`src/rtl/steer_sched.sv`:
```
// steer_sched: four-slot steering scheduler for a dual-rail (DATA/NULL) datapath.
// Grants one slot at a time. It waits for the DATA acknowledge, then for the NULL
// acknowledge, and only then moves the round-robin pointer on. A stuck handshake
// ends in a sticky error state that only init clears.
module steer_sched #(
  parameter int unsigned TMO         = 255,
  parameter bit          FIXED_ORDER = 1'b0
) (
  input  logic       clk,
  input  logic       init,
  input  logic [3:0] req,
  input  logic       steerCOMP,
  output logic [3:0] steer,
  output logic [1:0] owner,
  output logic       busy,
  output logic       err
);

  typedef enum logic [1:0] {
    IDLE  = 2'd0,
    DATA  = 2'd1,
    NULLW = 2'd2,
    ERR   = 2'd3
  } state_t;

  localparam logic [15:0] TMO_LIMIT = 16'(TMO);

  state_t      state;
  logic [1:0]  ptr;
  logic [15:0] tmo_cnt;

  logic [3:0]  req_rot;
  logic [1:0]  rr_offset;
  logic        rr_found;
  logic [1:0]  grant_idx;
  logic        grant_ok;
  logic [3:0]  grant_onehot;
  logic        tmo_hit;

  // Rotate the request vector so bit 0 is the slot the pointer currently favours.
  for (genvar gi = 0; gi < 4; gi++) begin : g_rot
    assign req_rot[gi] = req[2'(ptr + 2'(gi))];
  end

  // Find the first requester at or above the pointer (modulo 4).
  always_comb begin
    rr_found  = 1'b1;
    rr_offset = 2'd0;
    if (req_rot[0])      rr_offset = 2'd0;
    else if (req_rot[1]) rr_offset = 2'd1;
    else if (req_rot[2]) rr_offset = 2'd2;
    else if (req_rot[3]) rr_offset = 2'd3;
    else                 rr_found  = 1'b0;
  end

  // In fixed-order mode the pointer alone selects the slot and req is ignored.
  assign grant_idx = FIXED_ORDER ? ptr : 2'(ptr + rr_offset);
  assign grant_ok  = FIXED_ORDER ? 1'b1 : rr_found;

  // Decode the chosen index to the one-hot steering pattern.
  for (genvar gi = 0; gi < 4; gi++) begin : g_onehot
    assign grant_onehot[gi] = (grant_idx == 2'(gi));
  end

  // The counter holds the number of cycles already spent waiting in this phase.
  assign tmo_hit = (tmo_cnt == TMO_LIMIT);

  // Handshake state machine; all outputs are registered here.
  always_ff @(posedge clk) begin
    if (init) begin
      state   <= IDLE;
      steer   <= 4'd0;
      owner   <= 2'd0;
      ptr     <= 2'd0;
      busy    <= 1'b0;
      err     <= 1'b0;
      tmo_cnt <= 16'd0;
    end else begin
      case (state)
        IDLE: begin
          steer <= 4'd0;
          // A high steerCOMP here means the datapath still holds stale DATA.
          if (!steerCOMP && grant_ok) begin
            state   <= DATA;
            steer   <= grant_onehot;
            owner   <= grant_idx;
            busy    <= 1'b1;
            tmo_cnt <= 16'd0;
          end
        end
        DATA: begin
          // The acknowledge wins over a timeout that expires on the same edge.
          if (steerCOMP) begin
            state   <= NULLW;
            steer   <= 4'd0;
            tmo_cnt <= 16'd0;
          end else if (tmo_hit) begin
            state <= ERR;
            steer <= 4'd0;
            busy  <= 1'b0;
            err   <= 1'b1;
          end else begin
            tmo_cnt <= 16'(tmo_cnt + 16'd1);
          end
        end
        NULLW: begin
          steer <= 4'd0;
          if (!steerCOMP) begin
            state <= IDLE;
            busy  <= 1'b0;
            ptr   <= 2'(owner + 2'd1);
          end else if (tmo_hit) begin
            state <= ERR;
            busy  <= 1'b0;
            err   <= 1'b1;
          end else begin
            tmo_cnt <= 16'(tmo_cnt + 16'd1);
          end
        end
        ERR: begin
          steer <= 4'd0;
          busy  <= 1'b0;
          err   <= 1'b1;
        end
        default: begin
          state <= ERR;
          steer <= 4'd0;
          busy  <= 1'b0;
          err   <= 1'b1;
        end
      endcase
    end
  end

endmodule

```
`config.mk`:
```
export PLATFORM = sky130hd
export DESIGN_NAME = steer_sched
export DESIGN_NICKNAME = d
export VERILOG_FILES = /design/src/rtl/steer_sched.sv
export SDC_FILE = /design/constraint.sdc
export NUM_CORES = 1
export LEC_CHECK = 0
export CAP_MARGIN = 10
export CORE_MARGIN = 8
export CORE_UTILIZATION = 40
export DETAILED_ROUTE_END_ITERATION = 10
export SYNTH_ARGS = -nofsm -noshare
export SYNTH_HDL_FRONTEND = slang
export SYNTH_SLANG_ARGS = --single-unit
```
`constraint.sdc`:
```
create_clock -name clk -period 2.4 [get_ports clk]
set_input_delay 0.24 -clock clk [delete_from_list [all_inputs] [get_ports clk]]
set_output_delay 0.24 -clock clk [all_outputs]
set_load 0.005 [all_outputs]
```
==> impl.org <==
** Worst hold path
- Worst Hold Endpoint :: err
- Along the worst hold path, the cell count comes to 2.
- Worst Min Path Start :: err
- Type of the worst min-delay path :: flop to flop

** Route
- Routed length on met2 :: ~1.9 mm
- For this block, wires on met1 add up to ~2.2 mm.
- Via/cell ratio :: ~5.9
- ANT nets after route :: 0
- In the routed design, unresolved DRC markers number 0.
- The first detailed-routing pass took 4 iterations.
- In the final routed layout, each cell accounts on average for between 10 and 15 µm.
- The detailed router used layers up to and including met4.
- Wires add up to approximately 4.3 mm.
- Iteration-0 DRC count of the detailed router :: 91
- Total length of routed met3 wires :: between 150 and 200 µm
- Vias after detailed routing :: between 1500 and 2000

** Logic synthesis
- Synth top area share :: between 30% and 40%
- For this run, the leading register cell type out of synthesis is dfxtp_1.
- Dividing the synthesized area by the synthesized cell count gives 7.99 µm².
- The netlist uses 51 different library cells.
- The number of nets in the synthesized netlist is 245.
- Synthesis handed over a netlist of 231 instances.
- During synthesis, Yosys emitted a total of 0 warnings.
- Synth Register Bits :: 28
- Post-synth ARST share :: 0%
- Mapped cell area :: around 1800 µm²
- Most area-consuming cells after synthesis :: dfxtp_1 (30%), a21oi_1 (7.6%), ha_1 (4.7%)
- Proportion of synthesized chip area in sequential cells :: a little under a third
- Yosys top cell by area :: dfxtp_1
- Number of enable flip-flop cells after synthesis :: 0

** Timing
- Derived from the worst setup path, the maximum achievable clock frequency is 0.462 GHz.
- Final Critical Period :: ~2200 ps
- Clk_skew :: 7.25 ps
- Final total negative setup slack :: 0 ps
- Measured against its own limit, the worst slew margin works out to roughly 66%.
- Pins over their slew limit :: 0
- Setup repair after global routing left no endpoint under its margin.
- Fin crit share :: 90.2%
- The number of hold violations in the final report was 0.
- Setup violations remaining at the end of the flow were counted as 0.
- At the pin with the least slew margin, the transition time is between 500 and 600 ps.

** Power and ir drop
- Power spread over the standard cell area amounts to 523 nW/µm².
- Max IR drop VDD :: 0.228 mV
- In this run the static leakage power is 0.000746 µW.
- Power comes to 1110 µW.

** Final layout
- Number of filler instances in the final layout :: 434
- Area delta synth->final :: 15.1%
- The net count of the finished layout is around 260.
- Number of diodes :: 0
- In the final layout, the share of cells above drive strength 1 is about a tenth.

** Outcome
- The run finished with clean final reports.

** Clock network
- The clock net in this run drives a total of 28 sinks.
- Buffers added to address setup during post-CTS repair amount to 0.
- Clock insertion delay at the later pin of the skew report :: around 280 ps
- After clock tree synthesis, the repair step resized 0 gates.
- In this run the clock root is driven by a clkbuf_8.
- The number of hold buffers added after CTS was 0.
- Max Root-Sink Buffers :: 2
- The number of clock buffers added by TritonCTS is 3.
- Clock-pin slew was measured on the worst setup and hold paths at approximately 100 ps.
- TritonCTS built the clock tree.
- CTS built an H-tree with a depth of 1.

** Die
- Initial Utilization :: approximately two fifths
- Die footprint :: roughly 7000 µm²
- The floorplan has 24 rows.
- The die is 83.9 µm wide.
- During I/O placement, the number of pins put on the boundary was 15.
- Area of the core :: roughly 4400 µm²
- In this run the vertical extent of the chip is ~84 µm.

** Critical path
- The startpoint identified for the worst register-to-register timing path is state[0].
- Reg-to-reg setup timing slack :: 230 ps
- Of all nets on the critical path, the largest fanout is 9.
- Data arrives at the worst endpoint at between 2000 and 2500 ps.
- The worst setup path is captured at a flop.
- Critical Path Source Type :: flop
- STA puts the critical path data required time at 2610 ps.
- The endpoint identified for the worst register-to-register timing path is tmo_cnt[15].
- Critical path type :: flop to flop
- FF-to-FF path depth :: 7

** Job
- Maximum capacitance violations :: 0

** GRT
- Entering global routing, the biggest net connects 19 pins.
- Via count of the first global-routing pass :: approximately 1600
- First-pass GRT wire length :: ~7.3 mm
- Initial antenna violation count :: 0
- After global routing the overflow that remains totals 0.
- GRT Util Overall :: between 10% and 20%

** Place
- At the end of routability-driven placement, the weighted congestion stood at 0.797.
- Number of buffers inserted by port buffering :: 14
- Detailed placement ended at an HPWL of roughly 3.1 mm.
metrics by stage:
stage          hold WS (ps)  cells  setup slack, ps  utilization [%]  instance area [µm²]
5_1_grt                 484    301             50.2             48.2                 2130
6_report                460    301              235             48.2                 2130
4_1_cts                 466    301              224             48.2                 2130
3_5_place_dp            451    297             83.3             46.9                 2070
3_3_place_gp            439    297              105             46.9                 2070
2_1_floorplan           442    231              383                -                 1850
state kept, by name (all words and copies together) (netlist names):
signal / cells
tmo_cnt: 16
state: 2
err: 1
ptr: 2
steer: 4
owner: 2
busy: 1
final cells by class:
type	count	area (µm²)	share of cell area, %
multi-input cells	184	1180	55.7
flip-flops and latches	28	561	26.4
repair buffers	27	238	11.2
well taps	52	65.1	3.06
clock buffers	4	55.1	2.59
inverters	6	22.5	1.06
worst max path at each step:
stage	from	end	slack (ps)
after floorplan	ptr[0]	owner[1]	380
after global placement	req[1]	steer[0]	110
after detailed placement	req[1]	steer[0]	80
after CTS	state[0]	tmo_cnt[15]	220
after global routing	state[0]	tmo_cnt[15]	50
final	state[0]	tmo_cnt[15]	230
per-layer routing:
| layer | track usage, % | vias up |
|---|---|---|
| li1 | - | 910 |
| met1 | 16.7 | 815 |
| met2 | 18.0 | 36 |
| met3 | 1.86 | 5 |
| met4 | 3.45 | 0 |
| met5 | 0 | - |
cells in the final DEF, fill, tap and decap left out, types with 3 or more instances in the layout:
cell	Yosys	layout
clkbuf_8	0	4
o31ai_1	6	6
nand4b_1	3	3
nor2_1	18	18
nor3_1	6	6
nand4_1	3	3
ha_1	7	7
nor4_1	4	4
nand3_1	9	9
a31oi_1	6	6
clkdlybuf4s50_1	0	14
buf_4	1	13
o211ai_1	3	3
nor2b_1	5	5
o21ai_0	16	16
dfxtp_1	28	28
nand2_1	18	18
a21oi_1	28	28
nand3b_1	10	10
inv_1	6	6
a211oi_1	5	5
synthesized netlist by cell type, types with 2 or more instances:
library cell and number:
nor4_1 4, dfxtp_1 28, buf_2 3, nand4_1 3, xnor2_1 2, buf_6 3, a21o_1 2, o21ai_0 16
a311oi_1 2, nand3_1 9, nor3_4 2, nand4b_1 3, nand3b_1 10, nor2b_1 5, nor3_1 6, and3_1 2
a211oi_1 5, a21oi_1 28, clkbuf_1 6, nor2_1 18, o21a_1 2, inv_1 6, o211ai_1 3, ha_1 7
and4_1 2, o31a_1 2, a31oi_1 6, nand2_1 18, o31ai_1 6
where the power goes:
part           switching (µW)  internal [µW]  total [µW]
Sequential               19.4            485         505
Combinational             175            136         311
Clock                     150            147         297
Total                     344            768        1110
critical path, cell delays in order (launching register included):
cell and delay [ps]:
dfxtp_1 400, inv_1 100, ha_1 310, nor3_4 240, a22o_1 370, nand2_1 110, or4_1 400, a31oi_1 160
kinds of logic (layout without fill, tap and decap cells):
family	Yosys count	count (layout)	synth area share, %
AOI/OAI and AO/OA	79	79	26.7
buffers and inverters	19	37	5.49
and+or+nand+nor	94	94	30.8
DFF	28	28	30.4
adders and majority gates	7	7	4.74
muxes	1	1	0.542
xor gates and xnor gates	3	3	1.42
No activity file was read; power rests on OpenSTA's default activity.
